`src/rtl/mod_ctrl_pkg.sv`:
```
// Shared state encoding, constants and CRC-8 step function for the modulator frame controller.
package mod_ctrl_pkg;

    typedef enum logic [2:0] {
        IDLE,
        PRE,
        HDR,
        PAY,
        CRC,
        GUARD
    } state_t;

    localparam logic [7:0] CRC8_POLY  = 8'h07;
    localparam logic [7:0] GUARD_BYTE = 8'h00;

    // One byte of CRC-8, MSB first, no reflection.
    function automatic logic [7:0] crc8_step(input logic [7:0] crc, input logic [7:0] data);
        logic [7:0] c;
        c = crc ^ data;
        for (int i = 0; i < 8; i++) begin
            c = c[7] ? ({c[6:0], 1'b0} ^ CRC8_POLY) : {c[6:0], 1'b0};
        end
        return c;
    endfunction

endpackage

```
`src/rtl/mod_ctrl_crc8.sv`:
```
// Running CRC-8 over the header and payload bytes; only built when MOD_CTRL_CRC_EN is defined.
`ifdef MOD_CTRL_CRC_EN
module mod_ctrl_crc8
    import mod_ctrl_pkg::*;
(
    input  logic       i_clk,
    input  logic       i_reset_n,
    input  logic       clear,
    input  logic       enable,
    input  logic [7:0] data,
    output logic [7:0] crc
);

    always_ff @(posedge i_clk or negedge i_reset_n) begin
        if (!i_reset_n) begin
            crc <= 8'h00;
        end else if (clear) begin
            crc <= 8'h00;
        end else if (enable) begin
            crc <= crc8_step(crc, data);
        end
    end

endmodule
`endif

```
`src/rtl/modulator_frame_ctrl.sv`:
```
// Frame sequencer feeding the Modulator byte link: preamble, length header, payload,
// optional CRC-8 (enabled by MOD_CTRL_CRC_EN) and guard padding.
module modulator_frame_ctrl
    import mod_ctrl_pkg::*;
#(
    parameter int         LEN_W         = 16,
    parameter int         PREAMBLE_LEN  = 4,
    parameter logic [7:0] PREAMBLE_BYTE = 8'h55,
    parameter int         GUARD_LEN     = 2,
    parameter int         UNDR_W        = 16
)(
    input  logic              i_clk,
    input  logic              i_reset_n,
    input  logic              i_start,
    input  logic [LEN_W-1:0]  i_length,
    input  logic              i_abort,
    input  logic [7:0]        i_data,
    input  logic              i_valid,
    output logic              o_ready,
    output logic [7:0]        o_mod_data,
    output logic              o_mod_valid,
    input  logic              i_mod_ready,
    output logic              o_busy,
    output logic              o_done,
    output logic              o_aborted,
    output logic              o_error,
    output logic [UNDR_W-1:0] o_underrun_cnt
);

`ifdef MOD_CTRL_CRC_EN
    localparam state_t AFTER_PAY  = CRC;
    localparam state_t LAST_STATE = (GUARD_LEN > 0) ? GUARD : CRC;
`else
    localparam state_t AFTER_PAY  = GUARD;
    localparam state_t LAST_STATE = (GUARD_LEN > 0) ? GUARD : PAY;
`endif

    state_t              state_q, state_d, ld_state, nxt;
    logic [LEN_W-1:0]    cnt_q, cnt_d, len_q, len_d, ld_cnt;
    logic [15:0]         len16;
    logic                out_free, load;
    logic [7:0]          ld_byte, data_d;
    logic                valid_d, aborted_d, error_d;
    logic [UNDR_W-1:0]   undr_d;

`ifdef MOD_CTRL_CRC_EN
    logic       crc_clear, crc_en;
    logic [7:0] crc_val;

    mod_ctrl_crc8 u_crc (
        .i_clk     (i_clk),
        .i_reset_n (i_reset_n),
        .clear     (crc_clear),
        .enable    (crc_en),
        .data      (ld_byte),
        .crc       (crc_val)
    );
`endif

    assign len16    = 16'(len_q);
    assign out_free = !o_mod_valid || i_mod_ready;
    assign o_ready  = (state_q == PAY) && out_free && (cnt_q != '0);
    assign o_busy   = (state_q != IDLE);

    // cnt_q counts bytes of the current state still to be loaded; the last state
    // parks at zero until its final byte is accepted by the Modulator.
    always_comb begin
        state_d   = state_q;
        cnt_d     = cnt_q;
        len_d     = len_q;
        data_d    = o_mod_data;
        valid_d   = o_mod_valid && !out_free;
        aborted_d = 1'b0;
        error_d   = 1'b0;
        undr_d    = o_underrun_cnt;
        o_done    = 1'b0;
        load      = 1'b0;
        ld_state  = state_q;
        ld_cnt    = cnt_q;
        nxt       = IDLE;
`ifdef MOD_CTRL_CRC_EN
        crc_clear = 1'b0;
        crc_en    = 1'b0;
`endif

        case (state_q)
            IDLE: begin
                if (i_start) begin
                    if (i_length == '0) begin
                        error_d = 1'b1;
                    end else begin
                        load     = 1'b1;
                        ld_state = PRE;
                        ld_cnt   = LEN_W'(PREAMBLE_LEN);
                        len_d    = i_length;
`ifdef MOD_CTRL_CRC_EN
                        crc_clear = 1'b1;
`endif
                    end
                end
            end
            PAY: begin
                load = i_valid && o_ready;
                if (out_free && (cnt_q != '0) && !i_valid && (o_underrun_cnt != '1)) begin
                    undr_d = o_underrun_cnt + 1'b1;
                end
            end
            default: load = out_free && (cnt_q != '0);
        endcase

        case (ld_state)
            PRE:     ld_byte = PREAMBLE_BYTE;
            HDR:     ld_byte = (ld_cnt == LEN_W'(2)) ? len16[15:8] : len16[7:0];
            PAY:     ld_byte = i_data;
`ifdef MOD_CTRL_CRC_EN
            CRC:     ld_byte = crc_val;
`endif
            default: ld_byte = GUARD_BYTE;
        endcase

        if (load) begin
            data_d  = ld_byte;
            valid_d = 1'b1;
`ifdef MOD_CTRL_CRC_EN
            crc_en  = (ld_state == HDR) || (ld_state == PAY);
`endif
            if (ld_cnt > LEN_W'(1)) begin
                state_d = ld_state;
                cnt_d   = ld_cnt - 1'b1;
            end else if (ld_state == LAST_STATE) begin
                state_d = ld_state;
                cnt_d   = '0;
            end else begin
                case (ld_state)
                    PRE:     nxt = HDR;
                    HDR:     nxt = PAY;
                    PAY:     nxt = AFTER_PAY;
                    default: nxt = GUARD;
                endcase
                state_d = nxt;
                case (nxt)
                    HDR:     cnt_d = LEN_W'(2);
                    PAY:     cnt_d = len_q;
                    CRC:     cnt_d = LEN_W'(1);
                    default: cnt_d = LEN_W'(GUARD_LEN);
                endcase
            end
        end

        if ((state_q == LAST_STATE) && (cnt_q == '0) && o_mod_valid && i_mod_ready) begin
            o_done  = 1'b1;
            state_d = IDLE;
        end

        // Abort wins over everything, including a byte being loaded this cycle.
        if (i_abort && (state_q != IDLE)) begin
            state_d   = IDLE;
            cnt_d     = '0;
            valid_d   = 1'b0;
            aborted_d = 1'b1;
            o_done    = 1'b0;
        end
    end

    always_ff @(posedge i_clk or negedge i_reset_n) begin
        if (!i_reset_n) begin
            state_q        <= IDLE;
            cnt_q          <= '0;
            len_q          <= '0;
            o_mod_data     <= 8'h00;
            o_mod_valid    <= 1'b0;
            o_aborted      <= 1'b0;
            o_error        <= 1'b0;
            o_underrun_cnt <= '0;
        end else begin
            state_q        <= state_d;
            cnt_q          <= cnt_d;
            len_q          <= len_d;
            o_mod_data     <= data_d;
            o_mod_valid    <= valid_d;
            o_aborted      <= aborted_d;
            o_error        <= error_d;
            o_underrun_cnt <= undr_d;
        end
    end

endmodule

```
`config.mk`:
```
export PLATFORM = sky130hd
export DESIGN_NAME = modulator_frame_ctrl
export DESIGN_NICKNAME = d
export VERILOG_FILES = /design/src/rtl/mod_ctrl_pkg.sv /design/src/rtl/mod_ctrl_crc8.sv /design/src/rtl/modulator_frame_ctrl.sv
export SDC_FILE = /design/constraint.sdc
export NUM_CORES = 1
export LEC_CHECK = 0
export BUFFER_PORTS_ARGS = -buffer_cell sky130_fd_sc_hd__buf_2
export CORE_UTILIZATION = 35
export DETAILED_ROUTE_END_ITERATION = 7
export PLACE_DENSITY = 0.58
export SYNTH_ARGS = -nofsm -noshare
export SYNTH_HDL_FRONTEND = slang
export SYNTH_SLANG_ARGS = --single-unit
```
`constraint.sdc`:
```
create_clock -name i_clk -period 4.15 [get_ports i_clk]
set_clock_uncertainty 0.15 [all_clocks]
set_input_delay 0.83 -clock i_clk [delete_from_list [all_inputs] [get_ports i_clk]]
set_output_delay 0.83 -clock i_clk [all_outputs]
set_load 0.02 [all_outputs]
```
; ---- After elaboration in Yosys (flattened, before gate mapping)
; Cells that the tools add are included.
[totals]
register_bits = 62
word_cells = 79
[classes]
addsub = 2
n_lt_le_gt_ge = 1
eq_ne = 10
mux = 33
bitwise_logic = 1
reduce_logical = 24
[ops]
columns = cell, count
row1 = 16-bit two-way mux, 7
row2 = 3-bit two-way mux, 11
row3 = 16-bit logical NOT, 2
row4 = 16-bit one-hot mux with 2 select lines, 1
row5 = 8-bit one-hot mux with 3 select lines, 1
row6 = 16-bit by 1-bit adder with 16-bit output (second input constant), 1
row7 = 16-bit by 2-bit equality test with 1-bit output (second input constant), 1
row8 = 16-bit by 1-bit greater-than comparator with 1-bit output (second input constant), 1
row9 = 16-bit inequality test (second input constant), 1
row10 = 16-bit nonzero test, 1
row11 = 16-bit by 1-bit subtractor with 16-bit output (second input constant), 1
row12 = 3-bit by 2-bit equality test with 1-bit output (second input constant), 4
row13 = 1-bit logical AND, 11
row14 = 1-bit two-way mux, 10
row15 = 3-bit equality test (second input constant), 3
row16 = 8-bit two-way mux, 1
row17 = 3-bit one-hot mux with 2 select lines, 1
row18 = 3-bit nonzero test, 2
row19 = 3-bit by 1-bit equality test with 1-bit output (second input constant), 1
row20 = 1-bit logical NOT, 3
row21 = 3-bit logical NOT, 1
row22 = 3-bit AND reduction, 1
row23 = 1-bit one-hot mux with 2 select lines, 1
row24 = 2-bit AND reduction, 1
row25 = other kinds (3), 3

; ---- Depth between registers and ports, before layout
[depth]
word_depth = 15
depth_mapped = 13

; ---- Worst setup path before layout
; Ideal clock, no wire load.
[synth_path]
kind = input -> register
startpoint = input port i_length[4]
endpoint = register cnt_q[7]
setup_ns = 0.065
t_arrival_ns = 3.268
path_slack_ns = 0.667
stages = 12
n_path_buf = 2
path_cell_list = nor4_1 -> nand4_1 -> nand3_1 -> clkbuf_1 -> nand2_1 -> ha_1 -> or2_1 -> nand3_1 -> clkbuf_1 -> o21ai_0 -> a21oi_1 -> a211o_1
[synth_via]
elab_chain_len = 15
word_cells_on_any_way = 27
classes_between = 1 x add/sub / 1 x order compare / 5 x eq/ne / 18 x mux / 2 x reduce/logical
[synth_lines]
columns = item, line_no
row1 = from (decl), modulator_frame_ctrl.sv:15  ; input logic [LEN_W-1:0] i_length,
row2 = 16-bit logical NOT *, modulator_frame_ctrl.sv:89  ; if (i_length == '0) begin
row3 = 3-bit two-way mux, modulator_frame_ctrl.sv:89
row4 = 3-bit two-way mux, modulator_frame_ctrl.sv:88  ; if (i_start) begin
row5 = 3-bit two-way mux, modulator_frame_ctrl.sv:86  ; case (state_q)
row6 = 3-bit by 2-bit equality test with 1-bit output / 3-bit by 1-bit equality test with 1-bit output (equally long branches), modulator_frame_ctrl.sv:134  ; case (ld_state)
row7 = 3-bit one-hot mux with 2 select lines, modulator_frame_ctrl.sv:134
row8 = 3-bit two-way mux, modulator_frame_ctrl.sv:130  ; end else if (ld_state == LAST_STATE) begin
row9 = 3-bit two-way mux, modulator_frame_ctrl.sv:127  ; if (ld_cnt > LEN_W'(1)) begin
row10 = 3-bit two-way mux, modulator_frame_ctrl.sv:121  ; if (load) begin
row11 = 3-bit equality test / 3-bit by 2-bit equality test with 1-bit output (equally long branches), modulator_frame_ctrl.sv:141  ; case (nxt)
row12 = 16-bit one-hot mux with 2 select lines, modulator_frame_ctrl.sv:141
row13 = 16-bit two-way mux, modulator_frame_ctrl.sv:130
row14 = 16-bit two-way mux, modulator_frame_ctrl.sv:127
row15 = 16-bit two-way mux, modulator_frame_ctrl.sv:121
row16 = 16-bit two-way mux, modulator_frame_ctrl.sv:156  ; if (i_abort && (state_q != IDLE)) begin
row17 = to (signal assigned), modulator_frame_ctrl.sv:177  ; cnt_q <= cnt_d;
row18 = to (decl), modulator_frame_ctrl.sv:39  ; logic [LEN_W-1:0] cnt_q, cnt_d, len_q, len_d, ld_cnt;
; Mark *: on every way between the ends. The rest lies on a longest branch, timed or not. The select of a mux whose other input is x is not followed.
; A chain may end at the register's enable or synchronous reset.

; ---- Final worst setup path
[layout_path]
startpoint = register cnt_q[9]
endpoint = output port o_done
[layout_via]
elab_chain_len = 6
[layout_lines]
columns = item, line_no
row1 = 16-bit logical NOT, modulator_frame_ctrl.sv:150  ; if ((state_q == LAST_STATE) && (cnt_q == '0) && o_mod_valid && i_mod_ready) begin
row2 = 1-bit logical AND (3 in series), modulator_frame_ctrl.sv:150
row3 = 1-bit two-way mux, modulator_frame_ctrl.sv:150
row4 = 1-bit two-way mux, modulator_frame_ctrl.sv:156
row5 = to (decl), modulator_frame_ctrl.sv:24  ; output logic o_done,
; Every way passes these cells.

==> qor.log <==
[floorplan] IO Pins 60
[sta] transition time at the pin with the least slew margin 1.12 ns
[critical_path] arrival time at the worst endpoint 2.57 ns
[floorplan] Initial Utilization 35.8%
[logic_synthesis] Syn Std Cell Area 3480 µm²
[floorplan] floorplan die width 102 µm
[logic_synthesis] most frequent cells after synthesis sky130_fd_sc_hd__nand2_1, sky130_fd_sc_hd__dfrtp_1, sky130_fd_sc_hd__nor2_1
[logic_synthesis] largest cells by area after synthesis sky130_fd_sc_hd__dfrtp_1, sky130_fd_sc_hd__nand2_1, sky130_fd_sc_hd__xnor2_1
[clock_tree] buffers from clock root to sink, at most 2
[layout] multi-input combinational cell area 1840 µm²
[layout] area overhead of the layout relative to synthesis 19.9%
[floorplan] die footprint 10400 µm²
[drt] detail-routed net length per standard cell 16.8 µm
[clock_tree] number of gates resized after CTS 0
[clock_tree] number of buffers added by the clock tree synthesis step 9
[logic_synthesis] part of the Yosys area used for sequential elements 44.5%
[floorplan] Site Rows 36
[pwr] static power due to leakage 1.95 nW
[logic_synthesis] mux share of post-synthesis cell area 2.98%
[placement] PortBufs 59
[placement] DPL Wire Length 7.44 mm
[global_route] number of antenna violations at the first check in global routing 0
[logic_synthesis] number of flops mapped to enable cells by yosys 0
[placement] gpl congestion 0.878
[critical_path] total buffers and inverters traversed by the critical path 1
[clock_tree] # hold bufs at CTS 0
[sta] Fmax 0.282 GHz
[pwr] power density cells 714 nW/µm²
[drt] post-route DRC violation count 0
[logic_synthesis] largest family of logic cells by synthesized area simple AND/OR/NAND/NOR gates
[clock_tree] clk root buf sky130_fd_sc_hd__clkbuf_8
[sta] period utilization 85.5%
[drt] starting DRC count in detailed routing 279
[global_route] wire length of the first global-routing pass 16.7 mm
[sta] number of hold violations in the final report 0
[critical_path] Setup Crit Path Kind flop to output port
[layout] Layout Nets 496
[logic_synthesis] count of distinct cell types in the synthesized netlist 49
[logic_synthesis] synthesized-area fraction occupied by adder cells 1.44%
[sta] Setup TNS Final 0 ns
[critical_path] kind of end point of the critical path output port
[critical_path] required time at the endpoint of the critical path 3.17 ns
[logic_synthesis] share of the synthesized area in compound gates (AO/OA/AOI/OAI) 15.4%
[sta] minimum clock period after layout 3.55 ns
[run_status] status finished clean
[clock_tree] htree depth 3
[clock_tree] clock slew seen by the registers of the worst setup and hold paths 0.07 ns
[global_route] leftover overflow at the end of global routing 0
[critical_path] nature of the critical path startpoint flop
[drt] drt total wl 10.1 mm
[layout] number of fill cells 1007
[floorplan] core footprint 9730 µm²
[sta] setup violation total in the final timing report 0
[hold_path] worst hold-check path type flop to flop
[drt] remaining antenna violation count after routing 0
[clock_tree] CTS tree built
[sta] relative max-transition margin 24.7%
[critical_path] Crit path max-delay family simple AND/OR/NAND/NOR gates
[logic_synthesis] number of register bits inferred by synthesis 62
[logic_synthesis] Synth Area in Simple Gates 26.9%
[logic_synthesis] Post-Syn Area per Cell 8.73 µm²
[logic_synthesis] most frequently used flop master after synthesis sky130_fd_sc_hd__dfrtp_1
[global_route] vias in the first global route 3183
[clock_tree] post-CTS setup buffers 0
[pwr] maximum VDD drop 300 µV
[layout] number of antenna cells inserted 0
[drt] number of search-and-repair iterations in the first detailed-routing pass 5
[clock_tree] clock tree sinks 62
[logic_synthesis] fraction of synthesized cell area taken by the top area cell type 44.5%
[critical_path] cell at the slowest stage of the critical path sky130_fd_sc_hd__or4_4
[sta] pins over their slew limit 0
[critical_path] maximum cell stage delay along the critical path 0.59 ns
[global_route] maximum number of pins on one net before global-route repair 44
[critical_path] most used cell along the critical path sky130_fd_sc_hd__nor4_1
[logic_synthesis] post-synthesis xor/xnor area fraction 5.78%
[clock_tree] clock latency at the later pin of the worst-skew pair 0.34 ns
[layout] Util after Layout 42.9%
[logic_synthesis] Yosys warnings 0
[drt] mean number of vias per cell 5.48
[critical_path] worst-path fanout max 6
[layout] layout cell share with drive strength beyond 1 21.6%
[logic_synthesis] top cell type by total area after synthesis sky130_fd_sc_hd__dfrtp_1
[logic_synthesis] Syn Nets 433
[critical_path] Cell Chain, Critical Path or4_4 > nor4_1 > nand2_1 > nor4_1 > buf_2
[run] max_cap viols 0
[logic_synthesis] post-synthesis async set-or-reset flop share 100%
[logic_synthesis] Post-Synthesis Cells 399
[floorplan] Die Span Y 102 µm
[sta] setup repair after global routing missed its margin false
[logic_synthesis] dominant cell by count in the synthesized netlist sky130_fd_sc_hd__nand2_1
[drt] via count 3290
[global_route] GRT Total Usage 21.2%
[layout] sequential standard cell area 1550 µm²
-- metal layers --
layer  wire [µm]  vias to the layer above  global-route usage [%]
met5           0                        -                       0
met4         192                        0                    7.80
met3         552                       22                    3.93
met2        4630                      114                    32.3
met1        4730                     1582                    30.1
li1            -                     1572                       -
-- per-stage QoR --
step	setup slack [ns]	cell area [µm²]	std cells	hold WS, ns	power (mW)
3_3_place_gp	0.675	3960	584	0.329	2.38
3_5_place_dp	0.556	3960	584	0.326	2.39
5_1_grt	0.377	4180	600	0.369	3.21
2_1_floorplan	0.667	3480	399	0.310	1.96
4_1_cts	0.590	4180	600	0.340	2.98
6_report	0.603	4180	600	0.340	2.98
-- layout make-up --
| cell class | instances | area share (%) |
|---|---|---|
| sequential | 62 | 37.1 |
| timing repair buffer | 69 | 8.87 |
| multi-input combinational | 311 | 43.9 |
| clock inverter | 3 | 0.959 |
| tap | 133 | 3.98 |
| clock buffer | 13 | 4.28 |
| inverter | 9 | 0.809 |
-- logic make-up after synthesis --
| group | after synthesis |
|---|---|
| AND/OR/NAND/NOR | 190 |
| AO/OA/AOI/OAI | 84 |
| flip-flops | 62 |
| buffers and inverters | 26 |
| XOR/XNOR | 23 |
| multiplexers | 10 |
| adder cells (fa/ha/maj) | 4 |
-- worst reg2reg max path: cells and delay by family (launching register included) --
kind,cells,cell delay [ns]
compound gates,1,0.13
flops,1,0.52
mux,1,0.36
fa+ha+maj,1,0.27
buf+inv,1,0.21
simple gates,6,1.30
-- path summary, 6_finish.rpt --
kind | from | to | slack, ns | cells past startpoint
worst max-delay path | cnt_q[9] | o_done | 0.60 | 5
worst min-delay path | o_underrun_cnt[15] | o_underrun_cnt[15] | 0.34 | 1
worst max register to register | state_q[0] | cnt_q[1] | 1.13 | 10
worst min register to register | o_underrun_cnt[15] | o_underrun_cnt[15] | 0.34 | 1
max in group asynchronous | i_reset_n | o_error | 2.48 | 2
min in group asynchronous | i_reset_n | cnt_q[0] | 0.52 | 1
-- cell usage in the layout, fill, tap and decap left out, types with 3 or more instances in the layout --
cell                       Yosys  routed
sky130_fd_sc_hd__nand4_1      10      10
sky130_fd_sc_hd__a211oi_1      3       3
sky130_fd_sc_hd__nor2_1       25      24
sky130_fd_sc_hd__a21oi_1      23      23
sky130_fd_sc_hd__buf_2         5      59
sky130_fd_sc_hd__buf_4         0      10
sky130_fd_sc_hd__inv_1         9       9
sky130_fd_sc_hd__nor3_1       14      13
sky130_fd_sc_hd__a211o_1       5       5
sky130_fd_sc_hd__and3_1        3       3
sky130_fd_sc_hd__or4_1         4       4
sky130_fd_sc_hd__nor4_1       10      10
sky130_fd_sc_hd__xor2_1        5       5
sky130_fd_sc_hd__a31oi_1       9       9
sky130_fd_sc_hd__or2_2         3       3
sky130_fd_sc_hd__mux2i_1       7       7
sky130_fd_sc_hd__ha_1          4       4
sky130_fd_sc_hd__and4_1        6       6
sky130_fd_sc_hd__clkbuf_8      0      13
sky130_fd_sc_hd__xnor2_1      18      18
sky130_fd_sc_hd__nand2_1      78      78
sky130_fd_sc_hd__nand3_1      21      21
sky130_fd_sc_hd__o211ai_1      5       5
sky130_fd_sc_hd__dfrtp_1      62      62
sky130_fd_sc_hd__o22ai_1       3       3
sky130_fd_sc_hd__o21ai_0      21      21
sky130_fd_sc_hd__or3_1         3       3
-- registers in the layout, summed over array words and instances (netlist names) --
name	flops
cnt_q	16
len16	16
o_aborted	1
o_error	1
o_mod_data	8
o_mod_valid	1
o_underrun_cnt	16
state_q	3
-- power by group --
group	total (mW)	switching [mW]	internal, mW
combinational	1.38	0.880	0.503
sequential	1.02	0.221	0.801
clock	0.577	0.236	0.341
Note: power is estimated with default switching activity, not from simulation.
